## src/rtl/note_period_meter.sv

```systemverilog
// Tone period meter: synchronizes a squared audio input, times rising edges
// in clk cycles, rejects glitches and reports a locked period once stable.
module note_period_meter #(
    parameter int CLK_FREQ    = 50_000_000,
    parameter int MIN_PERIOD  = 1000,
    parameter int MAX_PERIOD  = 1_000_000,
    parameter int TOL         = 64,
    parameter int MATCH_COUNT = 4
) (
    input  logic        clk,
    input  logic        reset,
    input  logic        listen,
    input  logic        audioIn,
    output logic [19:0] period,
    output logic        periodValid,
    output logic        locked,
    output logic        noSignal
);

    // Elaborates to nothing; marks parameter sets the datapath cannot represent.
    if (CLK_FREQ <= 0 || MAX_PERIOD >= (1 << 20) || MATCH_COUNT < 2 || MATCH_COUNT > 7)
    begin : g_bad_config
    end

    localparam logic [19:0] MIN_P   = 20'(MIN_PERIOD);
    localparam logic [19:0] MAX_P   = 20'(MAX_PERIOD);
    localparam logic [19:0] TOL_W   = 20'(TOL);
    localparam logic [2:0]  MATCH_C = 3'(MATCH_COUNT);

    typedef enum logic [1:0] {
        S_IDLE,
        S_ARM,
        S_MEASURE,
        S_LOCKED
    } state_t;

    state_t      state_q, state_d;
    logic        sync1_q, sync1_d;
    logic        sync2_q, sync2_d;
    logic        sync3_q, sync3_d;
    logic [19:0] cnt_q, cnt_d;
    logic [19:0] prev_q, prev_d;
    logic [19:0] period_q, period_d;
    logic [2:0]  run_q, run_d;
    logic        period_valid_q, period_valid_d;
    logic        locked_q, locked_d;
    logic        no_signal_q, no_signal_d;

    logic        strobe;
    logic        accept;
    logic        consistent;
    logic        timeout;
    logic [19:0] cnt_inc;
    logic [19:0] diff;
    logic [2:0]  run_next;

    assign strobe     = sync2_q & ~sync3_q;
    assign accept     = strobe && (cnt_q >= MIN_P) && (cnt_q <= MAX_P);
    assign timeout    = (cnt_q == MAX_P) && !strobe;
    assign cnt_inc    = (cnt_q == MAX_P) ? cnt_q : cnt_q + 20'd1;
    assign diff       = (cnt_q > prev_q) ? (cnt_q - prev_q) : (prev_q - cnt_q);
    assign consistent = (diff <= TOL_W);
    assign run_next   = (run_q == 3'd0 || !consistent) ? 3'd1 :
                        (run_q == MATCH_C)             ? run_q : run_q + 3'd1;

    // NOTE: every signal gets a default before the case so no path leaves it unassigned (no latches).
    always_comb begin
        sync1_d        = audioIn;
        sync2_d        = sync1_q;
        sync3_d        = sync2_q;
        state_d        = state_q;
        cnt_d          = cnt_q;
        prev_d         = prev_q;
        run_d          = run_q;
        period_d       = period_q;
        period_valid_d = 1'b0;
        locked_d       = locked_q;
        no_signal_d    = no_signal_q;

        if (!listen) begin
            state_d     = S_IDLE;
            cnt_d       = '0;
            prev_d      = '0;
            run_d       = '0;
            period_d    = '0;
            locked_d    = 1'b0;
            no_signal_d = 1'b0;
        end else begin
            case (state_q)
                S_IDLE: state_d = S_ARM;

                S_ARM: begin
                    // The arming edge only starts the timer; its interval is not a sample.
                    if (strobe) begin
                        cnt_d       = 20'd1;
                        no_signal_d = 1'b0;
                        run_d       = '0;
                        state_d     = S_MEASURE;
                    end else begin
                        cnt_d = cnt_inc;
                        if (cnt_q == MAX_P) no_signal_d = 1'b1;
                    end
                end

                S_MEASURE, S_LOCKED: begin
                    if (accept) begin
                        cnt_d  = 20'd1;
                        prev_d = cnt_q;
                        if (state_q == S_MEASURE) begin
                            run_d = run_next;
                            if (run_next == MATCH_C) begin
                                period_d       = cnt_q;
                                period_valid_d = 1'b1;
                                locked_d       = 1'b1;
                                state_d        = S_LOCKED;
                            end
                        end else if (consistent) begin
                            period_d       = cnt_q;
                            period_valid_d = 1'b1;
                        end else begin
                            locked_d = 1'b0;
                            run_d    = 3'd1;
                            state_d  = S_MEASURE;
                        end
                    end else if (timeout) begin
                        no_signal_d = 1'b1;
                        locked_d    = 1'b0;
                        period_d    = '0;
                        run_d       = '0;
                        cnt_d       = '0;
                        state_d     = S_ARM;
                    end else begin
                        cnt_d = cnt_inc;
                    end
                end

                default: state_d = S_IDLE;
            endcase
        end
    end

    // NOTE: state registers use non-blocking assignments so all flops update together.
    always_ff @(posedge clk or negedge reset) begin
        if (!reset) begin
            state_q        <= S_IDLE;
            sync1_q        <= 1'b0;
            sync2_q        <= 1'b0;
            sync3_q        <= 1'b0;
            cnt_q          <= '0;
            prev_q         <= '0;
            run_q          <= '0;
            period_q       <= '0;
            period_valid_q <= 1'b0;
            locked_q       <= 1'b0;
            no_signal_q    <= 1'b0;
        end else begin
            state_q        <= state_d;
            sync1_q        <= sync1_d;
            sync2_q        <= sync2_d;
            sync3_q        <= sync3_d;
            cnt_q          <= cnt_d;
            prev_q         <= prev_d;
            run_q          <= run_d;
            period_q       <= period_d;
            period_valid_q <= period_valid_d;
            locked_q       <= locked_d;
            no_signal_q    <= no_signal_d;
        end
    end

    assign period      = period_q;
    assign periodValid = period_valid_q;
    assign locked      = locked_q;
    assign noSignal    = no_signal_q;

endmodule

```

## config.mk

```make
export PLATFORM = sky130hd
export DESIGN_NAME = note_period_meter
export DESIGN_NICKNAME = d
export VERILOG_FILES = /design/src/rtl/note_period_meter.sv
export SDC_FILE = /design/constraint.sdc
export NUM_CORES = 1
export LEC_CHECK = 0
export ABC_AREA = 1
export CAP_MARGIN = 5
export CORE_MARGIN = 4
export CORE_UTILIZATION = 25
export CTS_BUF_LIST = sky130_fd_sc_hd__clkbuf_4 sky130_fd_sc_hd__clkbuf_8
export DETAILED_ROUTE_END_ITERATION = 10
export GPL_ROUTABILITY_DRIVEN = 0
export GPL_TIMING_DRIVEN = 0
export PLACE_DENSITY = 0.47
export SLEW_MARGIN = 40
export SYNTH_ARGS = -nofsm -noshare
export SYNTH_HDL_FRONTEND = slang
export SYNTH_SLANG_ARGS = --single-unit
```

## constraint.sdc

```tcl
create_clock -name clk -period 4 [get_ports clk]
set_input_delay 0.6 -clock clk [delete_from_list [all_inputs] [get_ports clk]]
set_output_delay 0.6 -clock clk [all_outputs]
set_load 0.05 [all_outputs]
```

After elaboration in Yosys (flattened, before gate mapping)
Index checks and enable logic that the tools add are counted.
- register bits after elaboration: 71
- bits of input ports: 4
- word-level logic and storage cells: 109
- output and inout bits: 23
- reductions and logical operators: 15
- add/subtract/negate cells: 4
- equality and inequality tests: 20
- bitwise gates (word level): 2
- multiplexer cells: 53
- magnitude comparators: 4
- operator list (operator ; count):
    20-bit 2-to-1 mux ; 16
    20-bit one-hot mux with 2 select lines ; 1
    20-bit subtractor ; 2
    3-bit 2-to-1 mux ; 8
    20-bit by 1-bit adder with 20-bit output (second input constant) ; 1
    20-bit equality test (second input constant) ; 1
    20-bit by 10-bit >= comparator with 1-bit output (second input constant) ; 1
    20-bit > comparator ; 1
    20-bit <= comparator (second input constant) ; 1
    20-bit by 7-bit <= comparator with 1-bit output (second input constant) ; 1
    4-bit AND reduction ; 5
    1-bit 2-to-1 mux ; 18
    2-bit 2-to-1 mux ; 7
    5-bit inequality test (second input constant) ; 2
    3-bit inequality test (second input constant) ; 3
    4-bit by 3-bit inequality test with 1-bit output (second input constant) ; 2
    4-bit inequality test (second input constant) ; 2
    3-bit equality test (second input constant) ; 2
    3-bit by 1-bit inequality test with 1-bit output (second input constant) ; 2
    2-bit one-hot mux with 3 select lines ; 1
    3-bit one-hot mux with 2 select lines ; 1
    2-bit equality test (second input constant) ; 2
    2-bit by 1-bit inequality test with 1-bit output (second input constant) ; 2
    4-bit by 2-bit inequality test with 1-bit output (second input constant) ; 1
    12 further kinds ; 15

Logic depth before layout (Yosys ltp)
Gate-level depths: netlist (run 1).
- depth after elaboration: 12
- depth in mapped cells: 25
- mapped depth without buffers: 24

Least setup slack after synthesis (run 1)
OpenSTA, ideal clock, no wires.
- path type: reg2reg
- start: reg cnt_q[6]
- end: reg period_q[0] (netlist: period[0])
- arrival time: 2.545 ns
- stages on the path, launching flop included: 20
- path slack: 1.336 ns
- required time: 3.881 ns
- period minus slack after synthesis: 2.664 ns
- cell sequence: dfrtp_1 > clkinv_1 > ha_1 > clkbuf_2 > nand2_2 > nor2_2 > inv_2 > nor2_2 > nand3_1 > nand3_1 > nand2_1 > nor3_2 > nand3_1 > nand2_4 > nand3_2 > nand3_2 > nand2_2 > buf_6 > nand2_1 > nand2_1
- cells in the longest elaborated chain, start to end: 9
- RTL lines (what ; line ; text):
    start, declared ; 41 ; logic [19:0] cnt_q, cnt_d;
    start signal, assigned ; 161 ; cnt_q <= cnt_d;
    20-bit subtractor or 20-bit > comparator (tied branches) ; 61 ; assign diff = (cnt_q > prev_q) ? (cnt_q - prev_q) : (prev_q - cnt_q);
    20-bit 2-to-1 mux ; 61 ;
    20-bit by 7-bit <= comparator with 1-bit output ; 62 ; assign consistent = (diff <= TOL_W);
    1-bit zero test ; 63 ; assign run_next = (run_q == 3'd0 || !consistent) ? 3'd1 :
    1-bit logical OR ; 63 ;
    3-bit 2-to-1 mux ; 63 ;
    3-bit equality test ; 111 ; if (run_next == MATCH_C) begin
    4-bit by 3-bit inequality test with 1-bit output (no source line) ; n/a ;
    4-bit AND reduction (no source line) ; n/a ;
    end signal, assigned ; 164 ; period_q <= period_d;
    end, declared ; 43 ; logic [19:0] period_q, period_d;
Parallel ways exist; a longest one is shown, timed or not. The select of a mux whose other input is x is not followed.
A chain may end at the register's enable or synchronous reset.

Worst setup path in the final report (run 1)
- start: reg cnt_q[10]
- end: reg period_q[3] (netlist: period[3])
The elaborated chain is that of the path after synthesis.

==> results.toml, run 1 <==
[floorplanning]
dieArea_um2 = 26700
rows = 56
die_y_um = 163
die-width_um = 163
start_util = 0.255
pin_count = 27
core_area_um2 = 23600

[yosys]
syn_inst = 944
synth-seq-cells = 71
async_reset_ff_frac = 1.00
synthFlopType = "dfrtp_1"
seq_area_frac_synth = 0.295
yosysWarnings = 0
syn-num-nets = 991
postSynthAreaPerCell_um2 = 6.39
synth-edff-count = 0
ys_types = 36
syn-cell-area_um2 = 6030

[sta]
fin_skew_ps = 7.42
layout_setup_ws_ps = 572
timing.setup.tns_ps = 0
fmax_mhz = 292
final-setup-viol-count = 0
slew_viol_final = 0
min_period_over_period = 0.857
min_period_ps = 3430
tightestPinTransition_ps = 663
grt_setup_unrepaired = "false"
final_hold_viol_count = 0
hold_ws_ps = 134
slew-limit-headroom = 0.556

[routing]
first_iter_violations = 314
drt_wl_total_um = 17900
dr.pass1.iters = 5
ant_nets = 0
drc_errors = 0
via_per_inst = 4.48
route.detailed.wl_per_inst_um = 13.7
num_vias = 5839

[run_status]
status = "finished, final reports clean"

[clock_network]
numCtsBuffers = 9
clk_pin_slew_ps = 70
clock_path_buffers = 2
clock_latency_ps = 350
cts_setup_buffers = 0
cts_max_level = 3
numClockSinks = 71
holdBufCountCts = 0
cts_tree = "yes"
root_buffer = "clkbuf_8"
post_cts_resize_count = 0

[grt]
grt_usage = 0.140
grt_max_degree = 37
grt_pass1_vias = 5822
overflow = 0
grt_pass1_wl_um = 30100
antenna_found_initial = 0

[layout]
nets = 1028
finish.instance_area_um2 = 6890
antenna_cells = 0
drive_above_1_share = 0.0599
final_common_cell = "nand2_1"
final_cell_mix = "320 x nand2_1, 134 x inv_1, 93 x nand3_1, 71 x dfrtp_1, 67 x nor2_1"
area_growth_syn_to_layout_pct = 14.2

[worst_setup_path]
cp.arrival_ps = 3670
path_cells = "clkinv_1 -> ha_1 -> nand2_1 -> inv_2 -> nand2_1 -> nor3_1 -> nand2_1 -> nand2_1 -> nand2_1 -> nand2_1 -> nand2_1 -> nor2_1 -> nand2_1 -> nor2_1 -> nand2_1 -> nand2_4 -> nand3_2 -> nand3_2 -> nand2_2 -> buf_6 -> nand2_1 -> nand2_1"
crit_fanout = 10
cp_slowest_stage_delay_ps = 520
critPathCaptureType = "flop"
cp_slowest_cell = "ha_1"
crit_required_ps = 4240
cpMostUsedCell = "nand2_1"
crit_type = "reg -> reg"
worstSetupStartpointType = "flop"

[power_and_ir_drop]
p_leak_uw = 0.00360
power_density_nw_per_um2 = 371
ir_worst_vdd_mv = 0.153

[run]
drv_cap = 0

[place]
hpwl_um = 14600
place_area_um2 = 6700
port_buffers = 25
pre_cts_slack_ps = 549

[worst_hold_path]
hold_class = "in -> async"
-- final cells by class --
class | instances | area (um2)
Buffer | 23 | 119
Clock buffer | 15 | 188
Fill cell | 2699 | 16700
Inverter | 154 | 578
Multi-Input combinational cell | 696 | 3560
Sequential cell | 71 | 1780
Tap cell | 319 | 399
Timing Repair Buffer | 26 | 272
-- Yosys cell counts (all sizes together), types with 6 or more instances --
library cell / instances / share of area
nand2: 325 / 0.21
inv: 145 / 0.090
nand3: 95 / 0.080
nor2: 77 / 0.052
dfrtp: 71 / 0.29
ha: 43 / 0.089
o22ai: 38 / 0.039
a21oi: 32 / 0.027
xor2: 23 / 0.033
nand4: 16 / 0.017
o21ai: 14 / 0.012
clkbuf: 12 / 0.0077
nor3: 12 / 0.011
buf: 11 / 0.012
clkinv: 9 / 0.0056
nor4: 6 / 0.0062
-- sequential cells by signal (all words and copies together), names as in the netlist --
signal / flops
sync3_q: 1
sync1_q: 1
state_q: 2
period: 20
run_q: 3
locked: 1
prev_q: 20
noSignal: 1
sync2_q: 1
cnt_q: 20
periodValid: 1
-- power by group --
part	switching, uW	internal [uW]
Sequential	36.9	741
Clock	267	295
Combinational	821	395
Total	1130	1430
-- layer usage --
metal	wire length [um]	global-route usage
met4	365	0.0396
met2	7850	0.221
met3	388	0.0139
met5	0	0
met1	9290	0.202
-- worst max-delay path: cells and delay by family (launching register included) --
kind	cells	cell delay [ps]
adders and majority gates	1	520
and+or+nand+nor	18	1810
buffers and inverters	3	530
DFF	1	430
-- stage by stage --
step / cells / total power, uW / util
floorplan: 944 / 1680 / -
global placement: 1288 / 2020 / 0.283
detailed placement: 1289 / 2020 / 0.284
CTS: 1304 / 2600 / 0.292
global route: 1304 / 2830 / 0.292
finish: 1304 / 2560 / 0.292
-- cell families after synthesis --
family / count (synthesis) / share of synthesized area
buffers and inverters: 177 / 0.116
xor gates and xnor gates: 23 / 0.0334
and+or+nand+nor: 537 / 0.378
adders and majority gates: 43 / 0.0892
DFF: 71 / 0.295
AOI/OAI and AO/OA: 93 / 0.0896
-- final timing paths --
check / from / to / slack [ps] / cells after the start
setup / recovery: cnt_q[10]$_DFFE_PN0N_ / period[3]$_DFFE_PN0P_ / 570 / 22
hold / removal: reset / state_q[1]$_DFFE_PN0P_ / 130 / 1
setup reg to reg: cnt_q[10]$_DFFE_PN0N_ / period[3]$_DFFE_PN0P_ / 570 / 22
hold reg to reg: sync1_q$_DFF_PN0_ / sync2_q$_DFF_PN0_ / 370 / 0
max in group asynchronous: reset / period[16]$_DFFE_PN0P_ / 3350 / 2
min in group clk: sync1_q$_DFF_PN0_ / sync2_q$_DFF_PN0_ / 370 / 0
(Power assumes the default switching activity.)
==> run 2: changes to the inputs <==
--- a/config.mk
+++ b/config.mk
@@ -7,7 +7,7 @@
 export LEC_CHECK = 0
 export ABC_AREA = 1
 export CAP_MARGIN = 5
-export CORE_MARGIN = 4
+export CORE_MARGIN = 1.5
 export CORE_UTILIZATION = 25
 export CTS_BUF_LIST = sky130_fd_sc_hd__clkbuf_4 sky130_fd_sc_hd__clkbuf_8
 export DETAILED_ROUTE_END_ITERATION = 10
==> results.toml, run 2 (synthesis gave the netlist of run 1 again) <==
[run_status]
status = "finished, final reports clean"

[clock_network]
clock_path_buffers = 2
root_buffer = "clkbuf_8"
cts_max_level = 3
numClockSinks = 71
cts_tree = "yes"
clk_pin_slew_ps = 80
numCtsBuffers = 9
clock_latency_ps = 360
holdBufCountCts = 0
post_cts_resize_count = 0
cts_setup_buffers = 0

[grt]
grt_pass1_vias = 5759
grt_usage = 0.150
grt_max_degree = 52
antenna_found_initial = 0
overflow = 0
grt_pass1_wl_um = 29600

[power_and_ir_drop]
p_comb_frac = 0.464
internal_power_uw = 1480
clkPwrFrac = 0.238
seq_power_share = 0.297
ir_worst_vdd_mv = 0.149
switching_power_uw = 1140
power_density_nw_per_um2 = 378
netSwitchingFraction = 0.434
p_leak_uw = 0.00362

[sta]
fmax_mhz = 291
min_period_ps = 3430
final_hold_viol_count = 0
final-setup-viol-count = 0
grt_setup_unrepaired = "false"
tightestPinTransition_ps = 657
min_period_over_period = 0.858
slew-limit-headroom = 0.560
slew_viol_final = 0
fin_skew_ps = 12.9
timing.setup.tns_ps = 0
hold_ws_ps = 76.2

[layout]
drive_above_1_share = 0.0609
fillCellCount = 2745
area_growth_syn_to_layout_pct = 14.8
multi_input_area_um2 = 3560
final_cell_mix = "320 x nand2_1, 134 x inv_1, 93 x nand3_1, 71 x dfrtp_1, 67 x nor2_1"
nets = 1028
regArea_um2 = 1780
final_common_cell = "nand2_1"
antenna_cells = 0

[floorplanning]
die_y_um = 158
die-width_um = 158
pin_count = 27
dieArea_um2 = 25100
start_util = 0.256
core_area_um2 = 23500
rows = 56

[worst_setup_path]
critPathCaptureType = "flop"
crit_type = "reg -> reg"
crit_fanout = 10
r2r_cells = 22
worstSetupStartpointType = "flop"
cp.arrival_ps = 3680
crit_required_ps = 4240

[routing]
wl_met1_um = 9120
met2WireLength_um = 7910
first_iter_violations = 353
ant_nets = 0
drt_wl_total_um = 17800
via_per_inst = 4.47
route.detailed.wl_per_inst_um = 13.6
dr_wl_met3_um = 441
drc_errors = 0
dr.pass1.iters = 5
top_layer_used = "met4"
num_vias = 5829

[run]
drv_cap = 0

[place]
hpwl_um = 14500
port_buffers = 25

[worst_hold_path]
hold_class = "in -> async"
==> run 2: layout make-up <==
cell class,count,area share
Multi-Input combinational cell,696,0.514
Clock inverter,3,0.00578
Timing Repair Buffer,26,0.0403
Sequential cell,71,0.257
Buffer,23,0.0172
Tap cell,319,0.0577
Clock buffer,13,0.0249
Inverter,154,0.0835
==> run 2: power groups by stage <==
stage | clock, uW | sequential (uW) | combinational, uW
after detailed placement | 0 | 792 | 1230
after floorplan | 0 | 793 | 884
after CTS | 635 | 778 | 1230
after global placement | 0 | 793 | 1230
after global routing | 660 | 784 | 1390
final | 624 | 778 | 1220
==> run 2: worst paths after layout <==
kind,slack [ps],to,start
max,570,period[4]$_DFFE_PN0P_,cnt_q[11]$_DFFE_PN0N_
min,80,locked$_DFFE_PN0P_,reset
max reg2reg,570,period[4]$_DFFE_PN0P_,cnt_q[11]$_DFFE_PN0N_
min reg2reg,370,sync2_q$_DFF_PN0_,sync1_q$_DFF_PN0_
max in group asynchronous,3390,prev_q[16]$_DFFE_PN0P_,reset
min in group clk,370,sync2_q$_DFF_PN0_,sync1_q$_DFF_PN0_
==> run 2: metrics by stage <==
step | instance area, um2 | total power [uW] | setup WS, ps | cells | utilization
finish | 6920 | 2620 | 569 | 1305 | 0.294
global route | 6920 | 2840 | 158 | 1305 | 0.294
CTS | 6920 | 2650 | 532 | 1305 | 0.294
detailed placement | 6710 | 2020 | 545 | 1289 | 0.285
global placement | 6680 | 2020 | -432 | 1288 | 0.284
floorplan | 6030 | 1680 | 1340 | 944 | -
==> run 2: layer usage <==
| layer | vias up | track usage |
|---|---|---|
| met5 | - | 0 |
| li1 | 3088 | - |
| met1 | 2632 | 0.211 |
| met2 | 90 | 0.245 |
| met3 | 19 | 0.0122 |
| met4 | 0 | 0.0458 |
==> run 2: critical path, stage by stage (launching register included) <==
cell and delay (ps):
dfrtp_1 440, clkinv_1 260, ha_1 530, nand2_1 130, inv_2 90, nand2_1 110, nor3_1 230, nand2_1 110
nand2_1 80, nand2_1 40, nand2_1 80, nand2_1 50, nor2_1 140, nand2_1 60, nor2_1 110, nand2_1 100
nand2_4 130, nand3_2 110, nand3_2 140, nand2_2 90, buf_6 170, nand2_1 50, nand2_1 50
==> run 3: changes to the inputs <==
--- a/config.mk
+++ b/config.mk
@@ -14,6 +14,7 @@
 export GPL_ROUTABILITY_DRIVEN = 0
 export GPL_TIMING_DRIVEN = 0
 export PLACE_DENSITY = 0.47
+export SKIP_CTS_REPAIR_TIMING = 1
 export SLEW_MARGIN = 40
 export SYNTH_ARGS = -nofsm -noshare
 export SYNTH_HDL_FRONTEND = slang
==> results of run 3 <==
Same layout as run 2: the final DEF is identical, and so are final timing and power.
==> variant 1: new RTL, config.mk and constraints of run 1 <==
Put one more register stage on the output `period`, without a reset. The value now appears one clock later. The other outputs are not delayed to match. Comments in the files are not updated.
--- a/src/rtl/note_period_meter.sv
+++ b/src/rtl/note_period_meter.sv
@@ -169,5 +169,7 @@
     end
 
-    assign period      = period_q;
+    always_ff @(posedge clk) begin
+        period <= period_q;
+    end
     assign periodValid = period_valid_q;
     assign locked      = locked_q;
Formal check against the unedited RTL: same outputs for any inputs over 10 cycles, from zero or initial values and one cycle with reset low; that may be too few to reach the edited logic, so the function may still have changed.
==> variant 1 against run 1 <==
- hold slack lost 0.071 ns
- sequential cell count grew 20
- cell count grew 4.4%
- worst setup slack lost 0.083 ns
- cell area grew 6.4%
- sequential power grew 23%
- critical path type unchanged
- combinational power shrank 33%
- highest routed layer unchanged
- total power shrank 8.3%
- fmax shrank 2.4%
- area after synthesis grew 7.1%
- synthesized cell count grew 4.7%
- largest cell class unchanged
- critical path depth shrank 3
- routed wire length grew 10%
==> variant 1: results (changes against run 1) <==
stage;metric;value;unit;change
place;port_buffers;26;;+4.0%
global_routing;met1_usage;19.13;%;-1.1 points
clock_tree;post_cts_buffers;0;;unchanged
route;wl_met2;9281;um;+18%
power;switchingPower;0.0009305;W;-17%
global_routing;grt_use_met3;2.265;%;+0.88 points
route;wl_per_cell;14.50;um;+5.6%
global_routing;first_global_vias;6006;;+3.2%
global_routing;grt_start_max_net_pins;51;;+38%
global_routing;grt_use_met2;23.07;%;+0.94 points
route;wl_met1;9530;um;+2.6%
layout;drive_gt1_share;4.462;%;-1.5 points
power;leakagePower;3.784;nW;+5.0%
status;outcome;finished, final reports clean;;
synthesis;syn_nets;1035;;+4.4%
synthesis;netlist_instances;988;;+4.7%
power;p_comb;0.000815;W;-33%
place;dp_hpwl;16060;um;+9.9%
place;place_ws;0.5667;ns;+0.01823 ns
worst_setup_path;cp.arrival;3.82;ns;+0.15 ns
place;dp.cells;1345;;+4.3%
synthesis;yosysSeqAreaShare;33.71;%;+4.3 points
sta;fin_skew;0.007673;ns;+0.0002503 ns
power;peakVddDrop;241.0;uV;+57%
layout;fin_cells;1361;;+4.4%
worst_setup_path;worstSetupStartpoint;cnt_q[14];;
sta;relSlewSlack;56.59;%;+1.0 points
global_routing;track_usage;13.82;%;-0.16 points
synthesis;synth-async-reset-ratio;78.02;%;-22 points
route;met3_wirelength;716;um;+85%
clock_tree;cts_hold_buf;0;;unchanged
clock_tree;clock_latency;0.38;ns;+0.03 ns
route;drtIter0Drc;479;;+53%
global_routing;grt_pass1_wl;31610;um;+4.9%
power;powerDensity;319.8;nW/um^2;-14%
clock_tree;clk_pin_slew_worst_paths;0.09;ns;+0.02 ns
==> variant 1: area by class of cell <==
class	instances	area (sq um)
plain buffers	22	113.9
clock buffers	10	131.4
clock inverters	6	42.54
fillers	2865	17990
inverters	148	555.5
multi-input cells	727	3611
flip-flops and latches	91	2177
well taps	330	412.9
repair buffers	27	289.0
==> variant 1: critical path, stage by stage (launching register included) <==
cell and delay, ns:
dfrtp_1 0.51, clkinv_1 0.30, ha_1 0.37, buf_2 0.19, nand2_1 0.13, nor2_1 0.27, and2_1 0.19, nand2_1 0.08
nand3_1 0.07, nand3_1 0.09, nor2_1 0.12, nand2_1 0.07, nor2_1 0.09, nand2_1 0.06, nand2_2 0.24, nand2_1 0.14
nand3_2 0.14, buf_4 0.17, nand3_1 0.10, nand2_1 0.11
==> variant 1: worst paths after layout <==
path                                     to  slack [ns]  cells past startpoint
min in group clk                    sync2_q        0.36                      0
worst min-delay path               run_q[1]        0.06                      1
worst max-delay path            period_q[2]        0.49                     19
worst min register to register      sync2_q        0.36                      0
worst max register to register  period_q[2]        0.49                     19
max in group asynchronous        prev_q[19]        3.42                      2
==> variant 1: through the flow <==
stage                     utilization (%)  area, sq um  hold slack (ns)
after floorplan                         -         6457           0.3044
after global placement              28.15         7131           0.3350
after detailed placement            28.27         7159           0.3405
after CTS                           28.95         7333          0.05082
after global routing                28.95         7333          0.04971
final                               28.95         7333          0.06265
==> variant 1: cells by family after synthesis <==
kind of cell	Yosys count	synth area share, %
buffers and inverters	170	10.37
AO/OA/AOI/OAI	102	8.816
XOR/XNOR	17	2.306
flip-flops	91	33.71
adder cells (fa/ha/maj)	43	8.332
AND/OR/NAND/NOR	565	36.47
==> variant 2: new RTL, flow settings as in run 1 <==
Without the edit above. `MIN_PERIOD`: 1000 -> 512.
--- a/src/rtl/note_period_meter.sv
+++ b/src/rtl/note_period_meter.sv
@@ -3,5 +3,5 @@
 module note_period_meter #(
     parameter int CLK_FREQ    = 50_000_000,
-    parameter int MIN_PERIOD  = 1000,
+    parameter int MIN_PERIOD  = 512,
     parameter int MAX_PERIOD  = 1_000_000,
     parameter int TOL         = 64,
Formal check against the unedited RTL: no difference found for any inputs over 10 cycles, from zero or initial values and one cycle with reset low; that may be too few to reach the edited logic, so the function may still have changed.
==> variant 2 against run 1 <==
- routed wire length up 1.1%
- core utilization up 0.21 points
- cell area grew 0.44%
- clock power grew 18%
- via count increased by 1.5%
- area after synthesis fell by 0.58%
- sequential share of layout area down 0.11 points
- fmax shrank 3.4%
- worst setup slack lost 0.12 ns
- sequential cell count unchanged
- total power down 5.2%
- critical path type unchanged
- highest routed layer unchanged
==> variant 2: results (changes against run 1) <==
stage;metric;value;unit;change
status;outcome;finished, final reports clean;;
place;dp_hpwl;14910;um;+2.1%
power;combPwrFrac;40.9;%;-6.7 points
layout;fillCellCount;2746;;+1.7%
layout;clkCellAreaFrac;3.345;%;+0.62 points
place;post_dp_cell_area;6678;sq um;-0.37%
route;met3_wirelength;471;um;+21%
synthesis;netlist_instances;943;;-0.11%
global_routing;grt_pass1_wl;29780;um;-1.2%
synthesis;yosysSeqAreaShare;29.63;%;+0.17 points
layout;nClkBuffers;11;;-4
place;port_buffers;26;;+4.0%
sta;relSlewSlack;56.06;%;+0.50 points
layout;fin_cells;1305;;+0.077%
power;swShare;40.47;%;-3.5 points
route;wl_met1;9060;um;-2.5%
place;place_ws;0.4141;ns;-0.1344 ns
layout;sh_seq_area;25.67;%;-0.11 points
layout;num-nonclk-inverters;150;;-2.6%
route;drtIter0Drc;337;;+7.3%
layout;seq_cell_count;71;;unchanged
power;powerDensity;350.3;nW/um^2;-5.6%
power;pwr.group.clock;0.000665;W;+18%
sta;fin_skew;0.01022;ns;+0.002797 ns
layout;multi_input_gates;704;;+1.1%
power;leakagePower;3.570;nW;-0.90%
global_routing;track_usage;13.88;%;-0.090 points
synthesis;syn_avg_cell_area;6.359;sq um;-0.48%
worst_setup_path;cp.arrival;3.79;ns;+0.12 ns
variant 2: worst paths after layout:
kind,to,slack (ns),depth (start not counted)
setup / recovery,period[3],0.45,20
hold / removal,period[18],0.12,1
setup reg to reg,period[3],0.45,20
hold reg to reg,sync2_q,0.35,0
max in group asynchronous,cnt_q[3],3.35,2
min in group clk,sync2_q,0.35,0
variant 2: cell families after synthesis:
kind of cell	synth area share, %
AND/OR/NAND/NOR	38.49
buffers and inverters	10.93
AO/OA/AOI/OAI	9.055
flip-flops	29.63
adder cells (fa/ha/maj)	8.971
XOR/XNOR	2.921
variant 2: repair_timing:
item                                    CTS  global route
endpoints found under the setup margin    0             2
resized for setup                         0             1
setup buffers                             0             0
variant 2: per-layer routing:
layer	vias to the layer above	track usage [%]
li1	3092	-
met1	2706	19.10
met2	111	23.23
met3	18	1.569
met4	0	3.622
met5	-	0
